### config.mk
export PLATFORM = sky130hd
export DESIGN_NAME = pipe_hazard_ctrl
export DESIGN_NICKNAME = d
export VERILOG_FILES = /design/src/rtl/pipe_ctrl_pkg.sv /design/src/rtl/fwd_sel.sv /design/src/rtl/pipe_hazard_ctrl.sv
export SDC_FILE = /design/constraint.sdc
export NUM_CORES = 1
export LEC_CHECK = 0
export CORE_UTILIZATION = 45
export CTS_CLUSTER_SIZE = 10
export DETAILED_ROUTE_END_ITERATION = 6
export MAX_ROUTING_LAYER = met4
export PLACE_DENSITY = 0.76
export SYNTH_ARGS = -nofsm -noshare
export SYNTH_HDL_FRONTEND = slang
export SYNTH_SLANG_ARGS = --single-unit
### constraint.sdc
create_clock -name clock -period 1.97 [get_ports clock]
set_input_delay 0.394 -clock clock [delete_from_list [all_inputs] [get_ports clock]]
set_output_delay 0.394 -clock clock [all_outputs]
set_load 0.05 [all_outputs]
### src/rtl/pipe_ctrl_pkg.sv
// rtl/pipe_ctrl_pkg.sv - forwarding encodings, hazard FSM states and stage record for pipe_hazard_ctrl
package pipe_ctrl_pkg;

    localparam logic [1:0] FWD_RF   = 2'b00;
    localparam logic [1:0] FWD_EALU = 2'b01;
    localparam logic [1:0] FWD_MALU = 2'b10;
    localparam logic [1:0] FWD_MMO  = 2'b11;

    // Register numbers are zero-extended into a fixed-width record field,
    // so REG_W may be anything up to REC_RN_W.
    localparam int REC_RN_W = 8;

    typedef enum logic [1:0] {
        RUN       = 2'd0,
        INTERLOCK = 2'd1,
        MEMWAIT   = 2'd2
    } hz_state_e;

    typedef struct packed {
        logic                valid;
        logic                wreg;
        logic                m2reg;
        logic [REC_RN_W-1:0] rn;
    } stage_rec_t;

    localparam stage_rec_t REC_EMPTY = '0;

    // A stage produces operand r only if it really writes a non-zero register that is read.
    function automatic logic rec_match(input stage_rec_t rec,
                                       input logic [REC_RN_W-1:0] r,
                                       input logic use_r);
        return use_r && rec.valid && rec.wreg && (rec.rn == r) && (r != '0);
    endfunction

endpackage

### src/rtl/fwd_sel.sv
// rtl/fwd_sel.sv - operand forwarding select for one ID source operand
module fwd_sel
    import pipe_ctrl_pkg::*;
#(
    parameter int REG_W = 5
) (
    input  stage_rec_t       e_rec,
    input  stage_rec_t       m_rec,
    input  logic [REG_W-1:0] r,
    input  logic             use_r,
    output logic [1:0]       sel
);

    logic [REC_RN_W-1:0] r_ext;
    logic                e_hit;
    logic                m_hit;

    assign r_ext = REC_RN_W'(r);
    assign e_hit = rec_match(e_rec, r_ext, use_r);
    assign m_hit = rec_match(m_rec, r_ext, use_r);

    // A load in EXE has no data yet; fall through to MEM, the load-use stall covers it.
    always_comb begin
        sel = FWD_RF;
        if (e_hit && !e_rec.m2reg) begin
            sel = FWD_EALU;
        end else if (m_hit && m_rec.m2reg) begin
            sel = FWD_MMO;
        end else if (m_hit) begin
            sel = FWD_MALU;
        end
    end

endmodule

### src/rtl/pipe_hazard_ctrl.sv
// rtl/pipe_hazard_ctrl.sv - forwarding, load-use interlock and memory-wait freeze; HAZARD_PERF_CNT_EN adds stall/freeze counters
module pipe_hazard_ctrl
    import pipe_ctrl_pkg::*;
#(
    parameter int REG_W = 5
) (
    input  logic             clock,
    input  logic             reset,
    input  logic             d_valid,
    input  logic [REG_W-1:0] d_rs,
    input  logic [REG_W-1:0] d_rt,
    input  logic             d_use_rs,
    input  logic             d_use_rt,
    input  logic             d_wreg,
    input  logic             d_m2reg,
    input  logic [REG_W-1:0] d_rn,
    input  logic             m_ready,
    output logic [1:0]       fwda,
    output logic [1:0]       fwdb,
    output logic             wpcir,
    output logic             bubble,
    output logic             freeze
`ifdef HAZARD_PERF_CNT_EN
    ,
    output logic [31:0]      stall_cnt,
    output logic [31:0]      freeze_cnt
`endif
);

    stage_rec_t e_rec;
    stage_rec_t m_rec;
    stage_rec_t d_rec;
    hz_state_e  state;
    hz_state_e  state_nxt;

    logic use_a;
    logic use_b;
    logic e_hit_a;
    logic e_hit_b;
    logic load_use;
    logic mem_wait;

    assign use_a = d_valid & d_use_rs;
    assign use_b = d_valid & d_use_rt;

    always_comb begin
        d_rec       = REC_EMPTY;
        d_rec.valid = d_valid;
        d_rec.wreg  = d_wreg;
        d_rec.m2reg = d_m2reg;
        d_rec.rn    = REC_RN_W'(d_rn);
    end

    fwd_sel #(.REG_W(REG_W)) u_fwd_a (
        .e_rec (e_rec),
        .m_rec (m_rec),
        .r     (d_rs),
        .use_r (use_a),
        .sel   (fwda)
    );

    fwd_sel #(.REG_W(REG_W)) u_fwd_b (
        .e_rec (e_rec),
        .m_rec (m_rec),
        .r     (d_rt),
        .use_r (use_b),
        .sel   (fwdb)
    );

    assign e_hit_a  = rec_match(e_rec, REC_RN_W'(d_rs), use_a);
    assign e_hit_b  = rec_match(e_rec, REC_RN_W'(d_rt), use_b);
    assign load_use = e_rec.m2reg & (e_hit_a | e_hit_b);
    assign mem_wait = m_rec.valid & m_rec.m2reg & ~m_ready;

    always_ff @(posedge clock or posedge reset) begin
        if (reset) begin
            state <= RUN;
        end else begin
            state <= state_nxt;
        end
    end

    // Memory wait outranks load-use: a frozen EXE keeps the load, so the
    // interlock is simply re-evaluated once the memory completes.
    always_comb begin
        state_nxt = state;
        wpcir     = 1'b1;
        bubble    = 1'b0;
        freeze    = 1'b0;
        unique case (state)
            RUN: begin
                if (mem_wait) begin
                    freeze    = 1'b1;
                    wpcir     = 1'b0;
                    state_nxt = MEMWAIT;
                end else if (load_use) begin
                    bubble    = 1'b1;
                    wpcir     = 1'b0;
                    state_nxt = INTERLOCK;
                end
            end
            INTERLOCK: begin
                // EXE now holds the bubble, so no second load-use can follow.
                if (mem_wait) begin
                    freeze    = 1'b1;
                    wpcir     = 1'b0;
                    state_nxt = MEMWAIT;
                end else begin
                    state_nxt = RUN;
                end
            end
            MEMWAIT: begin
                if (mem_wait) begin
                    freeze    = 1'b1;
                    wpcir     = 1'b0;
                end else if (load_use) begin
                    bubble    = 1'b1;
                    wpcir     = 1'b0;
                    state_nxt = INTERLOCK;
                end else begin
                    state_nxt = RUN;
                end
            end
            default: begin
                state_nxt = RUN;
            end
        endcase
    end

    always_ff @(posedge clock or posedge reset) begin
        if (reset) begin
            e_rec <= REC_EMPTY;
            m_rec <= REC_EMPTY;
        end else if (!freeze) begin
            m_rec <= e_rec;
            e_rec <= bubble ? REC_EMPTY : d_rec;
        end
    end

`ifdef HAZARD_PERF_CNT_EN
    always_ff @(posedge clock or posedge reset) begin
        if (reset) begin
            stall_cnt  <= '0;
            freeze_cnt <= '0;
        end else begin
            if (bubble) begin
                stall_cnt <= stall_cnt + 32'd1;
            end
            if (freeze) begin
                freeze_cnt <= freeze_cnt + 32'd1;
            end
        end
    end
`endif

endmodule
==> metrics.txt, run 1 <==
status=finished, violations left; Port Buf Inserts=29; vias in the first global route=~1100; # DRC=0; I/O pin count=30; Slowest-stage cell, CP=or4_4; Mean Syn Cell Area=~9 um2; setup violators final=6; Bufs on Longest Clock Path=2; register bit count reported by yosys=18; final instance area=roughly 1900 um2; post-synth cell types=31; Worst Skew=between 0.001 and 0.0015 ns; synthesis-to-finish area growth=74.2%; clk_lat worst skew=slightly below 0.3 ns; CP Launch Point=e_rec[0]; R2R Path Start=e_rec[2]; CTS Hold Buffers Added=0; worst-path maximum fanout=4; DR pass1 iterations=4; Worst-path clk slew=around 0.1 ns; GPL Wtd Cong=0.925; WL final=approximately 3200 um; Max-slew headroom=roughly 73%; final hold vios=0; Global Route Usage Sum=28.0%; Worst IR Drop VDD=749 uV; critical path arrival=1.97 ns; overflow left after global routing=0; unrepaired setup endpoints after global routing=yes; TritonCTS Sinks=18; CP peak stage delay=0.50 ns; largest net degree at the start of global routing=19; synthesized instance count=121; H-tree depth reported by CTS=1; sequential fraction of the synthesis area=between 40% and 50%; leak pwr=around 0.00086 uW; Starting Density=about half; max-slew violation count=0; CTS tree=done; vias per cell=approximately 5; DP HPWL=about 2300 um; setup slack after layout=-0.393 ns; worst-path cell chain=xnor2_2 > nand4_1 > or4_4 > nor2_4 > a21o_4 > buf_12; Worst Path Required=around 1.6 ns; crit path launch type=flop; first-pass GRT wire length=5020 um; final layout net count=between 200 and 250; Die ar.=roughly 2600 um2; min Tclk post-route=approximately 2.4 ns; remaining antenna violation count=0; Row Count=17; area post-placement=between 1500 and 2000 um2; failing checks=negative setup slack; initial antenna violation count=0; CP endpoint kind=output port; fmax=between 400 and 500 MHz; n_diodes=0; crit path kind=flop to output port; worst-margin pin slew=0.404 ns; Post-Syn Area=roughly 1100 um2; clock root buffer=clkbuf_4; Max Cap Violations=0; share of layout cells above drive strength 1=between 40 and 50%; CTS Buf Count=3; die height=~51 um; drt wl/cell=roughly 15 um; Core ar.=roughly 2200 um2; DR iter-0 viols=20; Min Hold Slack=0.406 ns; PwrDens=roughly 840 nW/um2; Filler Cell Count=~130; Mapped Nets=roughly 140; Die Wd=50.7 um; min-delay worst type=input pin to asynchronous set/reset pin; Vias=roughly 1100; Synth warnings=0; period utilization=120%
==> cell usage in the layout, fill, tap and decap left out, drive strengths merged, types with 2 or more instances in the layout <==
master | synthesis | layout
nand2 | 38 | 38
buf | 1 | 38
dfrtp | 18 | 18
xnor2 | 13 | 13
clkdlybuf4s50 | 0 | 10
a21oi | 10 | 10
xor2 | 8 | 8
dlygate4sd2 | 0 | 5
clkdlybuf4s15 | 0 | 5
inv | 3 | 4
nor2 | 4 | 4
clkbuf | 1 | 4
nand4 | 3 | 3
or4 | 2 | 2
or2 | 2 | 2
nor4 | 2 | 2
nor2b | 2 | 2
==> state kept, by name (all words and copies together), names as in the netlist <==
register	cells
e_rec	8
m_rec	8
state	2
==> layout make-up <==
type | count | area, um2 | area share, %
Multi-Input combinational cell | 97 | 737 | 39.7
Timing Repair Buffer | 59 | 579 | 31.2
Sequential cell | 18 | 454 | 24.5
Clock buffer | 4 | 36.3 | 1.95
Tap cell | 28 | 35.0 | 1.89
Inverter | 4 | 15.0 | 0.809
==> path summary, 6_finish.rpt <==
kind	end	slack (ns)	cells after the start
worst max-delay path	fwdb[0]	-0.39	6
worst min-delay path	m_rec[2]	0.41	3
max in group asynchronous	e_rec[0]	1.36	3
min in group clock	m_rec[9]	0.50	2
worst max register to register	e_rec[2]	0.08	7
worst min register to register	m_rec[9]	0.50	2
==> kinds of logic after synthesis <==
group | count (synthesis) | synth area share, %
mux | 1 | 0.939
simple gates | 57 | 25.2
flops | 18 | 42.3
compound gates | 18 | 12.1
xor+xnor | 21 | 17.3
buf+inv | 6 | 2.23
==> where the power goes <==
group / leakage [uW] / internal [uW] / total, uW / switching (uW)
clock network: 0.0000210 / 113 / 225 / 112
registers: 0.000213 / 479 / 618 / 138
logic: 0.000623 / 365 / 723 / 358
==> per-stage QoR <==
step	TNS, ns	cells	power [uW]	setup WS, ns	util, %
2_1_floorplan	-0.303	121	970	-0.122	-
3_3_place_gp	-5.31	199	1220	-0.601	76.1
3_5_place_dp	-5.90	199	1250	-0.657	76.1
4_1_cts	-2.11	209	1510	-0.387	81.8
5_1_grt	-2.55	210	1660	-0.481	83.9
6_report	-2.00	210	1570	-0.393	83.9
==> critical path: cells and delay by family, from the launching register on <==
kind | cells | cell delay (ns)
and+or+nand+nor | 3 | 0.80
DFF | 1 | 0.46
xor gates and xnor gates | 1 | 0.18
buffers and inverters | 1 | 0.13
AOI/OAI and AO/OA | 1 | 0.12
==> routing by layer <==
layer / GRT usage, % / wire [um] / vias to the layer above
met5: - / 0 / -
met4: 16.2 / 112 / 0
met3: 1.21 / 109 / 10
met2: 49.3 / 1630 / 32
met1: 31.3 / 1370 / 505
li1: - / - / 528
==> cell usage after synthesis <==
library cell,instances,area [um2]
inv_1,3,11.3
or2_2,2,12.5
nand2_1,37,139
o22ai_1,1,6.26
nor4_1,2,12.5
nand3b_1,1,7.51
a21oi_4,1,16.3
o311a_1,1,10.0
xor2_1,8,70.1
nand4_1,3,18.8
buf_2,1,5.00
nor3_1,1,5.00
or3_1,1,6.26
nand2_2,1,6.26
a21o_1,1,7.51
clkbuf_1,1,3.75
or4_4,1,11.3
a21oi_1,9,45.0
nor2b_1,2,12.5
a31oi_1,1,6.26
clkinv_1,1,3.75
nand4b_2,1,15.0
o211ai_2,1,12.5
a31o_1,1,8.76
xnor2_1,13,114
mux2i_1,1,10.0
dfrtp_1,18,450
or4_1,1,7.51
o32ai_1,1,8.76
o21a_1,1,7.51
nor2_1,4,15.0
==> repair_timing <==
| item | in CTS | in global routing |
|---|---|---|
| endpoints found under the setup margin | 6 | 13 |
| endpoints found under the hold margin | 0 | 0 |
| resized for setup | 31 | 11 |
| pin swaps | 14 | 4 |
| setup buffers | 6 | 1 |
(Power assumes the default switching activity.)
==> run 2, diff against run 1 <==
Settings changed: CORE_ASPECT_RATIO set to 0.8.
==> run 2 against run 1 <==
The run still ends with negative setup slack left. Core utilization is 0.062 points lower. Fmax down 3.9%. Die area hardly changed. Non-clock buffer count rose by 1. First-iteration DRC count is 75% higher. Cell count is 1.4% lower. Flip-flop and latch count stayed put. Sequential share of layout area hardly changed. Register-to-register slack got worse by 0.09 ns. Clock power shrank 23%. Worst hold slack improved by 0.086 ns. Largest cell class unchanged.
==> metrics.txt, run 2 (synthesis gave the netlist of run 1 again) <==
status=finished, violations left; failing checks=negative setup slack; DR iter-0 viols=35; Worst IR Drop VDD=approximately 840 uV; GPL Wtd Cong=roughly 0.78; DR pass1 iterations=4; Port Buf Inserts=29; n_diodes=0; CTS Hold Buffers Added=0; final hold vios=0; share of layout cells above drive strength 1=a little under two fifths; Core ar.=2200 um2; worst-path maximum fanout=4; fmax=407 MHz; Starting Density=approximately half; crit path launch type=flop; drt wl/cell=roughly 17 um; Vias=around 1100; most frequent cells in the layout=37 x nand2_1, 28 x buf_4, 18 x dfrtp_1; first-pass GRT wire length=~5000 um; DP Cell Count=199; CTS tree=done; Max Cap Violations=0; metal3 WL=about 190 um; min-delay worst type=input pin to asynchronous set/reset pin; overflow left after global routing=0; synthesis-to-finish area growth=72.8%; crit path kind=flop to output port; Place WS=-0.623 ns; setup slack after layout=-0.488 ns; PwrDens=828 nW/um2; Final Util=a little over four fifths; vias in the first global route=~1100; unrepaired setup endpoints after global routing=yes; min Tclk post-route=between 2 and 2.5 ns; Worst Skew=between 0.003 and 0.004 ns; setup violators final=12; remaining antenna violation count=0; Max-slew headroom=between 50% and 60%; H-tree depth reported by CTS=1; Regs by FF count=e_rec x8, m_rec x8, state x2; I/O pin count=30; critical path arrival=between 2 and 2.5 ns; Die ar.=roughly 2600 um2; largest net degree at the start of global routing=19; Row Count=15; die height=between 40 and 50 um; clk_lat worst skew=about 0.29 ns; # DRC=0; DP HPWL=roughly 2300 um; area post-placement=approximately 1700 um2; vias per cell=about 5.5; met1 wire length=roughly 1400 um; Top Layer Used=met4; worst-margin pin slew=around 0.68 ns; clock root buffer=clkbuf_4; non-filler cells, final=about 210; final layout net count=between 200 and 250; leak pwr=between 0.0008 and 0.0009 uW; CP endpoint kind=output port; met2 wire length=1810 um; Worst Path Required=about 1.6 ns; Die Wd=between 50 and 60 um; final instance area=approximately 1800 um2; initial antenna violation count=0; Worst-path clk slew=about 0.09 ns; Global Route Usage Sum=between 20% and 30%; period utilization=125%; commonest non-fill, non-tap cell in the layout=nand2_1; CTS Buf Count=3; Bufs on Longest Clock Path=2; max-slew violation count=0; WL final=between 3000 and 4000 um; TritonCTS Sinks=18
==> run 2: power by group <==
group	total, uW	switching, uW	internal (uW)	leakage, uW
clock network	174	103	71.2	0.0000138
logic	728	370	358	0.000612
registers	622	145	477	0.000216
==> run 2: stage by stage <==
| stage | hold WS [ns] | power, uW | TNS [ns] |
|---|---|---|---|
| after floorplan | 0.333 | 970 | -0.303 |
| after global placement | 0.471 | 1230 | -5.94 |
| after detailed placement | 0.488 | 1270 | -6.58 |
| after CTS | 0.510 | 1490 | -2.75 |
| after global routing | 0.544 | 1600 | -3.51 |
| final | 0.491 | 1520 | -2.68 |
==> run 2: final timing paths <==
path                            from        end  slack, ns  cells after the start
max                         e_rec[3]    fwdb[0]      -0.49                      7
max reg2reg                 e_rec[3]   e_rec[9]      -0.01                      9
min reg2reg                e_rec[10]  m_rec[10]       0.51                      1
max in group asynchronous      reset   state[1]       1.04                      2
min                            reset   m_rec[2]       0.49                      2
min in group clock         e_rec[10]  m_rec[10]       0.51                      1
==> run 2: worst max-delay path: stages (launching register included) <==
cell and delay, ns:
dfrtp_1 0.41, buf_4 0.16, xnor2_2 0.16, nand4_1 0.12
or4_4 0.50, nor2_4 0.18, a21o_4 0.12, buf_12 0.13
==> run 2: routing by layer <==
metal | vias up | GRT usage, %
met2 | 53 | 46.2
met5 | - | -
li1 | 531 | -
met3 | 9 | 4.26
met4 | 0 | 14.6
met1 | 551 | 32.0
==> run 2: timing repair <==
action / 4_1_cts / 5_1_grt
resized for setup: 24 / 4
pin swaps: 10 / 3
setup buffers: 4 / 1
setup endpoints to repair: 12 / 14
==> run 2: cell type report <==
type                       count  area (um2)
clock buffer                   3        22.5
fill                         123         354
inverter                       4        15.0
multi-input combinational     97         731
sequential                    18         450
tap                           25        31.3
timing repair buffer          60         592
==> run 3, diff against run 2 <==
Settings changed: CAP_MARGIN set to 10, PLACE_DENSITY 0.76 to 0.78.
==> run 3 against run 2 <==
The flow still finishes with violations (negative setup slack). Combinational power is 2% lower. Critical path depth is the same. Flip-flop and latch count unchanged. Non-clock buffer count shrank 3. Via count fell by 3.0%. Critical endpoint unchanged. Largest power group unchanged. Highest routed layer unchanged.
==> metrics.txt, run 3 (synthesis gave the netlist of run 1 again) <==
largest net degree at the start of global routing=19; DR pass1 iterations=4; setup violators final=6; worst-margin pin slew=0.658 ns; synthesis-to-finish area growth=70.0%; die height=45.5 um; setup TNS=-1.88 ns; clk_lat worst skew=roughly 0.28 ns; CTS Hold Buffers Added=0; Core ar.=2200 um2; Global Route Usage Sum=between 20% and 30%; critical path arrival=slightly below 2 ns; final layout net count=about 200; Port Buf Inserts=29; Worst IR Drop VDD=approximately 750 uV; Bufs on Longest Clock Path=2; Row Count=15; failing checks=negative setup slack; Place WS=-0.675 ns; CTS Buf Count=3; DR iter-0 viols=53; drt wl/cell=about 17 um; I/O pin count=30; Starting Density=48.5%; overflow left after global routing=0; remaining antenna violation count=0; final hold vios=0; GPL Wtd Cong=0.837; PwrDens=roughly 840 nW/um2; crit path launch type=flop; Die Wd=56.4 um; leak pwr=0.000828 uW; WL final=3370 um; Worst-path clk slew=approximately 0.090 ns; CTS tree=done; Vias=1110; Final Util=82.5%; commonest non-fill, non-tap cell in the layout=nand2_1; initial antenna violation count=0; min-delay worst type=input pin to asynchronous set/reset pin; DP HPWL=about 2300 um; first-pass GRT wire length=between 4000 and 5000 um; n_diodes=0; Max-slew headroom=56.1%; Max Cap Violations=0; status=finished, violations left; fmax=roughly 430 MHz; share of layout cells above drive strength 1=39.7%; Die ar.=roughly 2600 um2; DP Cell Count=196; vias in the first global route=roughly 1100; min Tclk post-route=between 2 and 2.5 ns; Tot Pwr=roughly 1500 uW; setup slack after layout=-0.383 ns; Regs by FF count=e_rec x8, m_rec x8, state x2; vias per cell=roughly 5.4; Worst Path Required=about 1.6 ns; max-slew violation count=0; unrepaired setup endpoints after global routing=yes; H-tree depth reported by CTS=1; clock root buffer=clkbuf_4; period utilization=119%; CP endpoint kind=output port; worst-path maximum fanout=4; # DRC=0; crit path kind=flop to output port; Worst Skew=~0.0039 ns; most frequent cells in the layout=37 x nand2_1, 26 x buf_4, 16 x dfrtp_1; TritonCTS Sinks=18; non-filler cells, final=~200
==> run 3: cell count changes in the layout (fill, tap and decap cells not counted), sizes merged <==
| cell | change |
|---|---|
| buf | -1 |
| clkbuf | +3 |
| clkdlybuf4s50 | -2 |
| dlygate4sd2 | -3 |
==> run 3: layout make-up <==
class | instances | area [um2]
flip-flops and latches | 18 | 453
multi-input cells | 97 | 754
inverters | 4 | 15.0
fillers | 124 | 384
repair buffers | 57 | 536
well taps | 25 | 31.3
clock buffers | 3 | 22.5
==> run 3: power breakdown <==
part / total, uW / switching, uW / internal [uW] / leakage, uW
Sequential: 628 / 149 / 479 / 0.000214
Clock: 170 / 99.2 / 70.9 / 0.0000138
Combinational: 717 / 366 / 352 / 0.000600
Total: 1520 / 614 / 901 / 0.000828
==> run 3: what timing repair did <==
action | CTS | global route
pin swaps | 13 | 9
setup buffers | 3 | 2
resized for setup | 31 | 13
setup endpoints to repair | 10 | 13
hold endpoints to repair | 0 | 0
==> run 3: routing by layer <==
layer | part of all wire, % | GRT usage (%) | wire length (um) | vias to the layer above
li1 | - | - | - | 523
met1 | 41 | 32.4 | 1380 | 532
met2 | 54 | 46.2 | 1810 | 53
met3 | 5.0 | 2.84 | 168 | 2
met4 | 0.27 | 7.80 | 9 | 0
met5 | 0 | - | 0 | -
==> run 3: worst paths after layout <==
check	start	endpoint	slack [ns]	cells past startpoint
setup reg to reg	e_rec[2]	e_rec[10]	0.09	7
setup / recovery	e_rec[3]	fwdb[0]	-0.38	7
min in group clock	e_rec[9]	m_rec[9]	0.52	2
hold / removal	reset	e_rec[1]	0.50	2
max in group asynchronous	reset	e_rec[2]	1.01	2
hold reg to reg	e_rec[9]	m_rec[9]	0.52	2
==> run 3: worst max-delay path: stages, from the launching register on <==
cell and delay (ns):
dfrtp_1 0.43, buf_6 0.14, xnor2_2 0.10, nand4_1 0.10, or4_4 0.50, nor2_4 0.16, a21o_4 0.12, buf_12 0.13
==> run 3: through the flow <==
step | hold WS [ns] | instance area (um2)
floorplan | 0.333 | 1140
global placement | 0.477 | 1680
detailed placement | 0.497 | 1680
CTS | 0.512 | 1770
global route | 0.545 | 1810
finish | 0.498 | 1810
